File: src/rtl/demux_pkg.sv
// demux_pkg: shared constants and types for the demux4_stream block.
//   CH_NUM       number of output channels
//   ch_sel_t     channel select encoding
//   CH_A..CH_D   select codes for the four channels (index = channel)
package demux_pkg;

  localparam int CH_NUM = 4;

  typedef logic [1:0] ch_sel_t;

  localparam ch_sel_t CH_A = 2'b00;
  localparam ch_sel_t CH_B = 2'b01;
  localparam ch_sel_t CH_C = 2'b10;
  localparam ch_sel_t CH_D = 2'b11;

endpackage

File: src/rtl/demux_slot.sv
// demux_slot: one-entry output register slice for a single demux channel.
// Ports:
//   clk        system clock
//   reset      asynchronous, active-high reset (slot empty, data zero)
//   ld         load in_data this cycle (caller guarantees ld implies ld_ok)
//   in_data    word to load
//   out_ready  consumer ready
//   out_data   registered data
//   out_valid  registered data valid
//   ld_ok      slot can accept a word this cycle (empty or draining)
module demux_slot #(
  parameter int N = 4
) (
  input  logic         clk,
  input  logic         reset,
  input  logic         ld,
  input  logic [N-1:0] in_data,
  input  logic         out_ready,
  output logic [N-1:0] out_data,
  output logic         out_valid,
  output logic         ld_ok
);

  assign ld_ok = ~out_valid | out_ready;

  always_ff @(posedge clk or posedge reset) begin
    if (reset) begin
      out_valid <= 1'b0;
      out_data  <= '0;
    end else if (ld) begin
      // A load during a drain replaces the word, so valid stays high.
      out_valid <= 1'b1;
      out_data  <= in_data;
    end else if (out_ready) begin
      out_valid <= 1'b0;
    end
  end

endmodule

File: src/rtl/demux4_stream.sv
// demux4_stream: 1-to-4 valid/ready stream demultiplexer with broadcast.
// Each channel has a one-entry registered output slot (1-cycle latency,
// full throughput). Broadcast loads all four slots or none.
// Optional feature: define DEMUX_STATS_EN to enable saturating per-channel
// accepted-word counters on out_cnt; otherwise out_cnt is tied to zero.
// Ports:
//   clk, reset  clock and asynchronous active-high reset
//   in_data     input word
//   in_sel      destination channel (00=A, 01=B, 10=C, 11=D)
//   in_bcast    copy word to all channels, in_sel ignored
//   in_valid    input word present
//   in_ready    block accepts word this cycle (independent of in_valid)
//   out_data    per-channel registered data, index = channel
//   out_valid   per-channel data valid
//   out_ready   per-channel consumer ready
//   out_cnt     per-channel accepted-word counters
module demux4_stream
  import demux_pkg::*;
#(
  parameter int N     = 4,
  parameter int CNT_W = 8
) (
  input  logic                          clk,
  input  logic                          reset,
  input  logic [N-1:0]                  in_data,
  input  ch_sel_t                       in_sel,
  input  logic                          in_bcast,
  input  logic                          in_valid,
  output logic                          in_ready,
  output logic [CH_NUM-1:0][N-1:0]      out_data,
  output logic [CH_NUM-1:0]             out_valid,
  input  logic [CH_NUM-1:0]             out_ready,
  output logic [CH_NUM-1:0][CNT_W-1:0]  out_cnt
);

  logic [CH_NUM-1:0] ld_ok;
  logic [CH_NUM-1:0] load;
  logic              xfer;

  // Unicast only looks at the target slot so a stalled channel never
  // blocks traffic to the others.
  assign in_ready = in_bcast ? (&ld_ok) : ld_ok[in_sel];
  assign xfer     = in_valid & in_ready;

  for (genvar k = 0; k < CH_NUM; k++) begin : g_slot
    assign load[k] = xfer & (in_bcast | (in_sel == ch_sel_t'(k)));

    demux_slot #(.N(N)) u_slot (
      .clk       (clk),
      .reset     (reset),
      .ld        (load[k]),
      .in_data   (in_data),
      .out_ready (out_ready[k]),
      .out_data  (out_data[k]),
      .out_valid (out_valid[k]),
      .ld_ok     (ld_ok[k])
    );
  end

`ifdef DEMUX_STATS_EN
  always_ff @(posedge clk or posedge reset) begin
    if (reset) begin
      out_cnt <= '0;
    end else begin
      for (int k = 0; k < CH_NUM; k++) begin
        // Saturate at all-ones rather than wrap.
        if (load[k] && (out_cnt[k] != {CNT_W{1'b1}}))
          out_cnt[k] <= out_cnt[k] + 1'b1;
      end
    end
  end
`else
  assign out_cnt = '0;
`endif

endmodule

File: config.mk
export PLATFORM = sky130hd
export DESIGN_NAME = demux4_stream
export DESIGN_NICKNAME = d
export VERILOG_FILES = /design/src/rtl/demux_pkg.sv /design/src/rtl/demux_slot.sv /design/src/rtl/demux4_stream.sv
export SDC_FILE = /design/constraint.sdc
export NUM_CORES = 1
export LEC_CHECK = 0
export ABC_AREA = 1
export CORE_MARGIN = 2
export CORE_UTILIZATION = 35
export CTS_CLUSTER_DIAMETER = 40
export DETAILED_ROUTE_END_ITERATION = 12
export PLACE_DENSITY = 0.76
export SLEW_MARGIN = 20
export SYNTH_ARGS = -nofsm -noshare
export SYNTH_HDL_FRONTEND = slang
export SYNTH_SLANG_ARGS = --single-unit
File: constraint.sdc
create_clock -name clk -period 1.35 [get_ports clk]
set_clock_uncertainty 0.1 [all_clocks]
set_input_delay 0.27 -clock clk [delete_from_list [all_inputs] [get_ports clk]]
set_output_delay 0.27 -clock clk [all_outputs]
set_load 0.1 [all_outputs]
---- After elaboration in Yosys (flattened, before gate mapping) ----
Cells that the tools add are included.
word-level totals
  bits in registers ....................... 20
  latch bits .............................. 0
  memory bits (writable) .................. 0
  memory bits (read-only) ................. 0
  bits of input ports ..................... 14
  output and inout port bits .............. 53
  memories ................................ 0
operators by class
  $add $sub $neg .......................... 0
  multiply operators ...................... 0
  divide/modulo/power cells ............... 0
  $lt $le $gt $ge ......................... 1
  equal/unequal tests ..................... 3
  shift operators ......................... 0
  muxes and demuxes ....................... 11
  bitwise logic cells ..................... 17
  reductions and logical operators ........ 6
operators by type and width
  operator              count
  $mux W1               10
  $or A1 B1 Y1          8
  $reduce_bool A2 Y1    4
  $and A1 B1 Y1         5
  $eq A2 B2 Y1 const B  2
  $not A1 Y1            4
  $reduce_and A4 Y1     1
  $lt A2 B3 Y1 const B  1
  $bmux W1 S2           1
  $eq A2 B1 Y1 const B  1
  $logic_not A2 Y1      1

---- Logic depth before layout (Yosys ltp) ----
Gate-level depths: netlist of the first run.
  word-level depth ........................ 8
  gate-level depth with buffers ........... 9

---- Modules after synthesis ----
Synthesis of the first run repeated with hierarchy kept, for this count alone.
unflattened totals
  cell total of the unflattened synthesis .. 147
  area total of the unflattened synthesis .. 1123.6 sq um
by module, submodules not included
  module         times used  cells an instance  area an instance (sq um)
  demux_slot     4           22                 188.9
  demux4_stream  1           59                 367.9

---- Worst setup path after synthesis of the first run ----
No wires, ideal clock.
  kind .................................... reg2out
  start point ............................. reg g_slot[3].u_slot.out_valid
  end point ............................... out in_ready
  arrival ................................. 1077 ps
  data required time ...................... 980 ps
  path slack .............................. -97 ps
  stages on the path, launching flop included .. 7
  buffers on the path ..................... 1
  cell sequence ........................... dfrtp_1 -> nand2_1 -> nand2_1 -> nand2_1 -> nand3_2 -> nor2_8 -> buf_6
on the way
  word-level cells in the longest chain between the ends .. 5
  elaborated cells on any way between the ends .. 6
  classes of those cells .................. mux: 3; bitwise: 2; reduce/logical: 1
ends and longest elaborated chain
  item                           RTL line             RTL
  start: declaration             demux_slot.sv:20     output logic out_valid,
  start signal: assignment       demux_slot.sv:28     out_valid <= 1'b0;
  start signal: assignment       demux_slot.sv:32     out_valid <= 1'b1;
  start signal: assignment       demux_slot.sv:35     out_valid <= 1'b0;
  $not A1 Y1 *                   demux_slot.sv:24     assign ld_ok = ~out_valid | out_ready;
  $or A1 B1 Y1 *                 demux_slot.sv:24
  $bmux W1 S2                    demux4_stream.sv:42  assign in_ready = in_bcast ? (&ld_ok) : ld_ok[in_sel];
  $mux W1 (implied by the code)  demux4_stream.sv:42
  $mux W1 *                      demux4_stream.sv:42
  end: declaration               demux4_stream.sv:29  output logic in_ready,
Every way passes the cells marked *; elsewhere a longest branch is shown, timed or not. The select of a mux whose other input is x is not followed.

---- Final worst setup path of the first run ----
Same ends and word-level chain as after synthesis.

==> run_results.csv, run 1 <==
group,metric,value,unit
synth,synthArstFlopShare,100,%
setup_path,end_kind,"primary output",
setup_path,path_delay_family,"simple AND/OR/NAND/NOR gates",
sta,setup_viol,23,
sta,period_share,128,%
synth,syn_inst,149,
clocking,cts_buffers,3,
status,status,"finished with violations",
floorplan,fp.dieW,63.5,um
global_routing,grt_pass1_wl,5.24,mm
setup_path,crit_chain,"nand2_2, nand2_2, nand2_2, nand3_4, nor2_8, buf_12",
sta,fin_tns_setup,-5710,ps
sta,maxSlewViolCount,0,
min_path,hold_class,"input pin to async pin",
floorplan,fp.dieArea,4030,um^2
floorplan,initial_utilization,36.8,%
route,drt_first_pass_iters,4,
setup_path,crit_buf_inv,1,
sta,period_needed,1730,ps
clocking,cts-hold-fix-buffers,0,
setup_path,crit_fanout,3,
floorplan,core,3360,um^2
setup_path,critPathKind,"register to primary output",
route,vias_per_cell,4.36,
synth,synth_top_area_share,40.4,%
setup_path,critPathLaunchType,"register",
sta,holdWs,188,ps
setup_path,slowest_stage,"dfrtp_1",
synth,ys_seq_area_share,40.4,%
synth,syn_avg_cell_area,8.31,um^2
route,drc,0,
synth,synth_enable_flop_cells,0,
finish,finalNetCount,227,
pwr,p_leak,1.08,nW
route,drtIter0Drc,38,
setup_path,crit_arrival,1360,ps
sta,fmax,0.579,GHz
route,vias,1125,
finish,fillers,336,
floorplan,io_pins,67,
setup_path,max_stage_delay,440,ps
clocking,clockBufferDepth,2,
setup_path,cp.required,980,ps
route,postRouteAntennaNets,0,
global_routing,grt_usage,16.6,%
finish,diodes,0,
sta,setup_ws,-377,ps
synth,postSynthRegisterBits,20,
sta,rsz0062_at_grt,"true",
clocking,cts_tree,"yes",
route,wl_per_cell,12.5,um
pwr,finalPower,4.22,mW
global_routing,first_global_vias,1099,
floorplan,rows,21,
setup_path,crit_path_frequent_cell,"nand2_2",
synth,netlist_top_cells_area,"dfrtp_1 (40%), buf_4 (22%), nand2_1 (13%)",
clocking,path_clk_slew,110,ps
finish,area_growth,63.6,%
place,place_congestion,0.822,
place,dp_hpwl,2.15,mm
finish,drive_gt1_share,35.8,%
place,port_buffers,34,
global_routing,overflow,0,
synth,synth_ff_type,"dfrtp_1",
synth,yosysTopAreaCell,"dfrtp_1",
floorplan,die_h,63.5,um
route,routed_wl,3.22,mm
synth,ys_types,18,
pwr,power.density,2080,nW/um^2
job,cap_violations,0,
synth,syn-cell-area,1240,um^2
sta,hold_violations,0,
clocking,clk_latency,300,ps
synth,synthTopCellsByCount,"nand2_1 (42), buf_4 (36), nand4_1 (21)",
synth,ys_warn_count,0,
clocking,cts_sinks,20,
global_routing,grt_max_degree,21,
status,violations,"setup timing",
synth,post-synth-top-count-cell,"nand2_1",
clocking,htree_levels,1,
pwr,peakVddDrop,978,uV
setup_path,rrSetupSlack,-340,ps
global_routing,antenna_found_initial,0,
clocking,cts_root_buf,"clkbuf_4",
registers in the layout, indices dropped and copies added, names as in the netlist:
| signal | cells |
|---|---|
| g_slot.u_slot.out_valid | 4 |
| g_slot.u_slot.out_data | 16 |
layout make-up:
type | instances | area (um^2) | share of cell area, %
multi-input combinational | 111 | 551 | 27.2
sequential | 20 | 500 | 24.7
tap | 46 | 57.6 | 2.84
timing repair buffer | 67 | 845 | 41.7
clock buffer | 4 | 36.3 | 1.79
inverter | 10 | 37.5 | 1.85
kinds of logic after synthesis:
family / after synthesis / synth area share (%)
AND/OR/NAND/NOR: 75 / 30.8
AO/OA/AOI/OAI: 4 / 1.92
flip-flops: 20 / 40.4
other: 1 / 0.303
buffers and inverters: 49 / 26.6
routing by layer:
layer  vias up  part of all wire (%)  GRT usage [%]
met5         -                     0              0
met4         0                  0.34           4.08
met3         2                   7.1           4.11
met2        51                    53           27.2
met1       529                    40           21.8
li1        543                     -              -
cell usage in the layout, fill, tap and decap left out, types with 2 or more instances in the layout:
cell and count:
nor2_2 2, nor2_1 3, o21ai_1 3, inv_1 8, buf_6 13, inv_2 2, clkdlybuf4s50_1 8, clkbuf_4 3
nand2_1 36, buf_4 20, conb_1 32, nand2_2 9, nand4_1 21, dfrtp_1 20, dlygate4sd2_1 4, buf_12 21
nand2_4 2
final timing paths:
path | to | cells past startpoint | startpoint
worst min-delay path | g_slot[2].u_slot.out_data[3] | 3 | reset
min in group clk | g_slot[0].u_slot.out_valid | 2 | out_ready[0]
worst max register to register | g_slot[3].u_slot.out_valid | 10 | g_slot[3].u_slot.out_valid
worst max-delay path | in_ready | 6 | g_slot[3].u_slot.out_valid
max in group asynchronous | g_slot[2].u_slot.out_data[0] | 3 | reset
worst min register to register | g_slot[0].u_slot.out_data[1] | 2 | g_slot[0].u_slot.out_data[1]
what timing repair did:
item | in CTS | in global routing
gates resized for setup | 19 | 13
endpoints found under the setup margin | 25 | 25
pin swaps | 5 | 5
buffers inserted | 27 | 6
worst min-delay path, cell delays in order:
cell,delay (ps)
clkdlybuf4s50_1,390
inv_1,50
buf_4,270
stage by stage:
step / setup WS, ps / std cells / instance area [um^2] / util, %
after floorplan: -46.0 / 180 / 1360 / -
after global routing: -441 / 258 / 2030 / 60.3
final: -377 / 258 / 2030 / 60.3
after global placement: -513 / 234 / 1770 / 52.6
after detailed placement: -557 / 234 / 1770 / 52.6
after CTS: -426 / 255 / 1980 / 58.9
where the power goes:
part           leakage, nW  internal [mW]  total [mW]  switching, mW
clock               0.0210          0.164       0.350          0.186
sequential           0.248          0.756       0.936          0.179
combinational        0.806          0.934        2.94           2.00
total                 1.08           1.86        4.22           2.37
No activity file was read; power rests on OpenSTA's default activity.
==> run 2: changes to the inputs <==
--- a/config.mk
+++ b/config.mk
@@ -8,10 +8,11 @@
 export ABC_AREA = 1
 export CORE_MARGIN = 2
 export CORE_UTILIZATION = 35
+export CTS_BUF_LIST = sky130_fd_sc_hd__clkbuf_16
 export CTS_CLUSTER_DIAMETER = 40
 export DETAILED_ROUTE_END_ITERATION = 12
+export HOLD_SLACK_MARGIN = 0.08
 export PLACE_DENSITY = 0.76
-export SLEW_MARGIN = 20
 export SYNTH_ARGS = -nofsm -noshare
 export SYNTH_HDL_FRONTEND = slang
 export SYNTH_SLANG_ARGS = --single-unit
==> run 2 against run 1 <==
  * The flow still finishes with violations (setup timing)
  * Total power is 6.4% higher
  * Die area did not move
  * Critical path depth stayed put
  * Clock power increased by 73%
  * Global-route usage grew 0.19 points
  * Register-to-register slack better by 90 ps
  * Setup slack improved by 45 ps
  * Critical endpoint unchanged
  * Largest power group unchanged
==> run_results.csv, run 2 (same netlist as run 1, synthesis figures left out) <==
group,metric,value,unit
status,status,"finished with violations",
sta,maxSlewViolCount,0,
global_routing,grt_usage,16.8,%
floorplan,fp.dieArea,4030,um^2
pwr,p_leak,1.10,nW
floorplan,core,3360,um^2
finish,drive_gt1_share,36.8,%
pwr,finalPower,4.49,mW
clocking,path_clk_slew,50,ps
sta,rsz0062_at_grt,"true",
floorplan,initial_utilization,36.8,%
pwr,p_sw,2.40,mW
finish,largest_register_ffs,16,
place,placed_area,1770,um^2
floorplan,fp.dieW,63.5,um
global_routing,grt_pass1_wl,5.28,mm
setup_path,crit_arrival,1310,ps
pwr,power.density,2160,nW/um^2
pwr,p_comb_share,65.7,%
place,dp_hpwl,2.15,mm
sta,setup_ws,-331,ps
min_path,hold_class,"input pin to register",
finish,reg_top3,"g_slot.u_slot.out_data (16), g_slot.u_slot.out_valid (4)",
finish,finalNetCount,227,
route,vias,1127,
place,port_buffers,34,
pwr,clock_power_share,13.5,%
finish,layout_common_cells,"nand2_1 (35), conb_1 (32), nand4_1 (21), buf_12 (21)",
clocking,cts_root_buf,"clkbuf_16",
floorplan,rows,21,
sta,setup_viol,22,
route,wl_per_cell,13.0,um
finish,final_common_cell,"nand2_1",
clocking,clk_latency,250,ps
sta,fmax,0.595,GHz
pwr,swShare,53.5,%
clocking,cts_sinks,20,
pwr,peakVddDrop,1130,uV
finish,top_register,"g_slot.u_slot.out_data",
global_routing,antenna_found_initial,0,
finish,area_growth,68.0,%
route,drt_first_pass_iters,4,
route,postRouteAntennaNets,0,
finish,diodes,0,
sta,hold_violations,0,
clocking,cts_buffers,3,
floorplan,die_h,63.5,um
clocking,htree_levels,1,
setup_path,critPathLaunchType,"register",
floorplan,io_pins,67,
clocking,clockBufferDepth,2,
job,cap_violations,0,
sta,period_share,125,%
setup_path,critPathKind,"register to primary output",
route,routed_wl,3.34,mm
finish,design_area,2080,um^2
pwr,p_seq_share,20.8,%
clocking,cts_tree,"yes",
sta,period_needed,1680,ps
place,place_congestion,0.822,
global_routing,overflow,0,
setup_path,end_kind,"primary output",
status,violations,"setup timing",
clocking,cts-hold-fix-buffers,0,
pwr,p_int,2.09,mW
setup_path,crit_fanout,3,
route,drc,0,
global_routing,first_global_vias,1122,
finish,fillers,323,
route,drtIter0Drc,80,
route,vias_per_cell,4.37,
global_routing,grt_max_degree,21,
setup_path,cp.required,980,ps
## run 2: per-layer routing
metal  track usage, %  part of all wire (%)  vias up
met1             20.8                    40      536
met3             3.57                   6.0        4
met4             5.98                  0.90        0
met5                0                     0        -
met2             28.6                    53       47
li1                 -                     -      540
## run 2: area by class of cell
type                            count  area, um^2  area share, %
Clock buffer                        3        75.1           3.61
Clock inverter                      1        3.75          0.180
Inverter                           10        40.0           1.92
Multi-Input combinational cell    111         558           26.8
Sequential cell                    20         500           24.1
Tap cell                           46        57.6           2.77
Timing Repair Buffer               67         846           40.6
## run 2: what timing repair did
item,CTS,global route
resized for setup,28,8
setup buffers,17,5
pin swaps,7,9
endpoints found under the setup margin,21,22
## run 2: worst paths after layout
path	endpoint	slack [ps]	startpoint	cells past startpoint
worst min register to register	g_slot[0].u_slot.out_valid	430	g_slot[0].u_slot.out_valid	2
worst min-delay path	g_slot[0].u_slot.out_valid	140	out_ready[0]	2
min in group asynchronous	g_slot[0].u_slot.out_valid	250	reset	3
worst max-delay path	in_ready	-330	g_slot[3].u_slot.out_valid	6
max in group asynchronous	g_slot[2].u_slot.out_valid	680	reset	3
worst max register to register	g_slot[1].u_slot.out_data[0]	-250	g_slot[2].u_slot.out_valid	9
## run 2: power groups by stage
stage | clock (mW) | sequential [mW] | combinational, mW
after CTS | 0.622 | 0.936 | 2.91
after global placement | 0 | 0.942 | 2.76
after floorplan | 0 | 1.86 | 0.993
final | 0.605 | 0.935 | 2.95
after global routing | 0.654 | 0.957 | 3.04
after detailed placement | 0 | 0.943 | 2.78
## run 2: critical path: stages, from the launching register on
cell and delay [ps]:
dfrtp_1 400, nand2_1 110, nand2_2 60, nand2_2 90, nand3_4 100, nor2_8 120
buf_12 180
## run 2: through the flow
| step | TNS (ps) | setup WS (ps) | utilization [%] | hold WS [ps] | cells |
|---|---|---|---|---|---|
| floorplan | -46.7 | -46.0 | - | 134 | 180 |
| global placement | -10230 | -513 | 52.6 | 422 | 234 |
| detailed placement | -10960 | -557 | 52.6 | 426 | 234 |
| CTS | -3050 | -355 | 60.0 | 260 | 253 |
| global route | -6720 | -396 | 61.9 | 183 | 258 |
| finish | -4490 | -331 | 61.9 | 138 | 258 |
==> run 3: changes to the inputs <==
--- a/config.mk
+++ b/config.mk
@@ -5,7 +5,6 @@
 export SDC_FILE = /design/constraint.sdc
 export NUM_CORES = 1
 export LEC_CHECK = 0
-export ABC_AREA = 1
 export CORE_MARGIN = 2
 export CORE_UTILIZATION = 35
 export CTS_BUF_LIST = sky130_fd_sc_hd__clkbuf_16
==> run 3 against run 2 <==
  * The run still ends with setup timing left
  * Register-to-register slack worse by 210 ps
  * Core utilization is 0.92 points higher
  * Synthesized cell count is 32% lower
  * Via count is 23% lower
  * Final area is 3.1% higher
  * Die area is 2.3% higher
  * Critical path type unchanged
  * Critical endpoint unchanged
  * Largest power group unchanged
==> run_results.csv, run 3 <==
group,metric,value,unit
synth,syn_inst,102,
setup_path,critPathLaunchType,"register",
floorplan,initial_utilization,37.1,%
finish,finalNonFillerCells,201,
global_routing,first_global_vias,907,
finish,diodes,0,
place,post-place-ws,-970,ps
synth,ys_warn_count,0,
synth,synth-simple-area-share,7.00,%
min_path,hold_class,"input pin to async pin",
sta,maxSlewViolCount,0,
clocking,cts_sinks,20,
setup_path,crit_arrival,1460,ps
clocking,htree_levels,1,
global_routing,grt_pass1_wl,4.63,mm
synth,ys_seq_area_share,39.4,%
synth,synth_top_area_share,39.4,%
status,status,"finished with violations",
synth,post-synth-top-count-cell,"buf_4",
finish,largest_register_ffs,16,
clocking,cts_buffers,3,
synth,synth_compound_area_share,16.0,%
finish,layout_common_cells,"conb_1 (32), buf_12 (24), dfrtp_1 (19)",
finish,utilization,62.8,%
setup_path,critPathKind,"register to primary output",
sta,setup_viol,23,
pwr,peakVddDrop,1660,uV
synth,postSynthRegisterBits,20,
route,vias,865,
route,drc,0,
setup_path,crit_fanout,4,
synth,synth.area.mux_share,14.2,%
sta,period_share,136,%
route,wl_per_cell,14.4,um
route,postRouteAntennaNets,0,
finish,final_common_cell,"conb_1",
sta,fmax,0.546,GHz
route,drtIter0Drc,25,
clocking,cts-hold-fix-buffers,0,
clocking,cts_root_buf,"clkbuf_16",
setup_path,crit_start,"g_slot[2].u_slot.out_valid",
route,vias_per_cell,4.30,
place,placed_area,1880,um^2
finish,drive_gt1_share,51.6,%
sta,setup_ws,-483,ps
finish,reg_top3,"g_slot.u_slot.out_data (16), g_slot.u_slot.out_valid (4)",
synth,syn_avg_cell_area,12.4,um^2
synth,synth_enable_flop_cells,0,
finish,design_area,2140,um^2
synth,ys_types,21,
setup_path,cp.required,980,ps
route,drt_first_pass_iters,4,
place,port_buffers,34,
floorplan,io_pins,67,
global_routing,grt_usage,15.4,%
global_routing,overflow,0,
floorplan,core,3420,um^2
synth,netlist_top_cells_area,"dfrtp_1 (39%), buf_4 (21%), mux2_1 (12%)",
clocking,clk_latency,250,ps
synth,synthArstFlopShare,100,%
global_routing,antenna_found_initial,0,
floorplan,fp.dieArea,4120,um^2
floorplan,fp.dieW,64.2,um
job,cap_violations,0,
finish,finalNetCount,170,
synth,syn-cell-area,1270,um^2
global_routing,grt_max_degree,21,
synth,yosys.area_share.adder,0,%
synth,synth_xor_area_share,0,%
setup_path,end_kind,"primary output",
synth,synth_ff_type,"dfrtp_1",
floorplan,rows,21,
floorplan,die_h,64.2,um
synth,synthTopCellsByCount,"buf_4 (36), dfrtp_1 (20), mux2_1 (14)",
place,place_inst,189,
pwr,p_leak,1.05,nW
sta,fin_tns_setup,-8510,ps
sta,holdWs,250,ps
pwr,finalPower,5.44,mW
setup_path,timing.rr.start,"g_slot[1].u_slot.out_valid",
finish,area_growth,69.0,%
clocking,path_clk_slew,60,ps
synth,yosysTopAreaCell,"dfrtp_1",
sta,period_needed,1830,ps
clocking,cts_tree,"yes",
place,dp_hpwl,2.08,mm
finish,top_register,"g_slot.u_slot.out_data",
route,routed_wl,2.89,mm
pwr,power.density,2540,nW/um^2
clocking,clockBufferDepth,2,
synth,synth_top_family_by_area,"buffers and inverters",
status,violations,"setup timing",
place,place_congestion,0.799,
sta,hold_violations,0,
sta,rsz0062_at_grt,"true",
[run 3: changes by cell type after synthesis, sizes merged, moves of 5 or more]
| cell | previous run | this run |
|---|---|---|
| mux2 | 0 | 16 |
| nor2 | 6 | 0 |
| nand4 | 21 | 1 |
| inv | 10 | 5 |
| nand2 | 47 | 1 |
| nand2b | 0 | 5 |
[run 3: final timing paths]
check / end / slack [ps] / cells past startpoint
setup / recovery: in_ready / -480 / 5
hold / removal: g_slot[0].u_slot.out_data[3] / 250 / 3
setup reg to reg: g_slot[2].u_slot.out_data[0] / -460 / 4
hold reg to reg: g_slot[1].u_slot.out_data[3] / 480 / 1
max in group asynchronous: g_slot[2].u_slot.out_valid / 670 / 3
min in group clk: g_slot[1].u_slot.out_valid / 340 / 3
[run 3: metal layers]
| layer | vias up | GRT usage [%] | wire [um] |
|---|---|---|---|
| li1 | 385 | - | - |
| met1 | 423 | 17.2 | 1100 |
| met2 | 50 | 25.4 | 1440 |
| met3 | 7 | 5.63 | 273 |
| met4 | 0 | 8.24 | 78 |
| met5 | - | 0 | 0 |
[run 3: final cells by class]
| cell class | instances | area, um^2 |
|---|---|---|
| Fill cell | 268 | 1270 |
| Timing Repair Buffer | 54 | 744 |
| Multi-Input combinational cell | 71 | 713 |
| Sequential cell | 20 | 502 |
| Clock buffer | 3 | 75.1 |
| Tap cell | 46 | 57.6 |
| Clock inverter | 1 | 30.0 |
| Inverter | 6 | 22.5 |
[run 3: what timing repair did]
| item | in CTS | in global routing |
|---|---|---|
| endpoints found under the setup margin | 21 | 25 |
| setup buffers | 9 | 6 |
| gates resized for setup | 18 | 7 |
| pin swaps | 6 | 6 |
[run 3: logic make-up after synthesis]
kind of cell	Yosys count
muxes	16
AOI/OAI and AO/OA	13
DFF	20
and+or+nand+nor	10
buffers and inverters	42
other	1
[run 3: critical path: stages, from the launching register on]
cell	delay, ps
dfrtp_2	450
nand4bb_4	130
o221ai_4	130
buf_6	150
nor3_4	160
buf_12	200
[run 3: where the power goes]
group          switching [mW]  total (mW)  internal, mW
clock network           0.222       0.810         0.588
logic                    2.30        3.59          1.30
registers               0.238        1.04         0.798
total                    2.75        5.44          2.68
==> edit: new RTL, settings of run 1 <==
Add a define of `DEMUX_STATS_EN`.
--- a/src/rtl/demux4_stream.sv
+++ b/src/rtl/demux4_stream.sv
@@ -15,4 +15,6 @@
 //   out_ready   per-channel consumer ready
 //   out_cnt     per-channel accepted-word counters
+`define DEMUX_STATS_EN
+
 module demux4_stream
   import demux_pkg::*;
Function: changed (a bounded check fails within 4 cycles, from zero or initial values and one cycle with reset high).
==> edit against run 1 <==
- the run still ends with setup timing left
- count of clock-buffer cells in the layout up 1
- maximum frequency down 2.0%
- wire length rose to 2.5 times the old value
- sequential cell count rose by 32
- design area is 150% higher
- power is 140% higher
- die area increased by 100%
- area after synthesis is 110% higher
- global-route usage increased by 3.9 points
- setup slack worse by 0.034 ns
- clock power rose to 3.1 times the old value
- synthesized cell count is 120% higher
==> edit: results (changes against run 1) <==
global_route:
  antenna_found_initial: 1  # +1
  grt_pass1_vias: 3005  # +170%
  grt_max_degree: 53  # +150%
logic_synthesis:
  synth_top_cells_by_count: "nand2_1 (105), dfrtp_1 (52), nand3_1 (52), inv_1 (24), nor2_1 (24)"
outcome:
  failed_checks: "setup timing"
  status: "finished with violations"
cells_and_area:
  final_layout_size_suffix_gt1_frac: 0.445  # +0.0866
  top_regs: "out_cnt x32, g_slot.u_slot.out_data x16, g_slot.u_slot.out_valid x4"
  final.fill_count: 523  # +56%
clock_tree:
  cts_inserted_buffers: 5  # +2
  cts_htree_levels: 2  # +1
  clockRootBuffer: "clkbuf_8"
detailed_routing:
  drtIter0Drc: 84  # +120%
  vias_per_cell: 4.72  # +8.4%
  postRouteWirelength_um: 8070  # +150%
placed_design:
  dp_hpwl_um: 5650  # +160%
  portBuffers: 66  # +94%
  gp_congestion: 0.855  # +3.9%
  dpl_cell_area_um2: 4500  # +150%
sta:
  tns_ns: -16.91  # -11.20 ns
  layout_setup_ws_ns: -0.411  # -0.0345 ns
  setup-violations-final: 81  # +250%
power:
  max-vdd-ir-drop_uv: 1570  # +60%
  p_leak_nw: 2.48  # +130%
setup_path:
  critPathMaxStageDelay_ns: 0.40  # -0.04 ns
  r2r_end: "out_cnt[16]$_DFFE_PP0P_"
## edit: cells by family after synthesis
logic type | count (synthesis) | synth area share
buffers and inverters | 30 | 0.0485
adder cells (fa/ha/maj) | 4 | 0.0190
AND/OR/NAND/NOR | 194 | 0.324
XOR/XNOR | 24 | 0.0798
AO/OA/AOI/OAI | 18 | 0.0342
flip-flops | 52 | 0.494
## edit: routing by layer
metal  up-vias  global-route usage  wire (um)
li1       1368                   -          -
met1      1348               0.224       3110
met2        66               0.386       4430
met3        15              0.0543        409
met5         -                   0          0
met4         0              0.0603        123
## edit: final cells by class
class,count,area [um2],share of cell area
timing repair buffer,167,2060,0.410
inverter,25,97.6,0.0195
clock buffer,5,68.8,0.0137
sequential,52,1340,0.267
antenna,1,2.50,0.000499
clock inverter,3,42.5,0.00848
multi-input combinational,240,1280,0.256
tap,99,124,0.0247
## edit: through the flow
step / setup slack (ns) / utilization / total power [mW] / hold slack (ns) / std cells
final: -0.411 / 0.692 / 10.3 / 0.275 / 592
after floorplan: -0.666 / - / 6.01 / 0.224 / 322
after global placement: -0.658 / 0.620 / 8.58 / 0.430 / 547
after global routing: -0.497 / 0.692 / 10.7 / 0.313 / 592
after CTS: -0.407 / 0.678 / 10.2 / 0.284 / 581
after detailed placement: -0.772 / 0.620 / 8.70 / 0.441 / 547
## edit: power by group
group          switching, mW  internal [mW]  leakage [nW]  total, mW
Sequential             0.385           1.98         0.630       2.36
Clock                  0.539          0.549        0.0541       1.09
Combinational           4.14           2.70          1.79       6.83
## edit: what timing repair did
action | CTS | global route
pin swaps | 7 | 5
setup buffers | 29 | 12
endpoints found under the hold margin | 0 | 0
endpoints found under the setup margin | 88 | 91
hold buffers | 0 | 0
gates resized for setup | 43 | 10
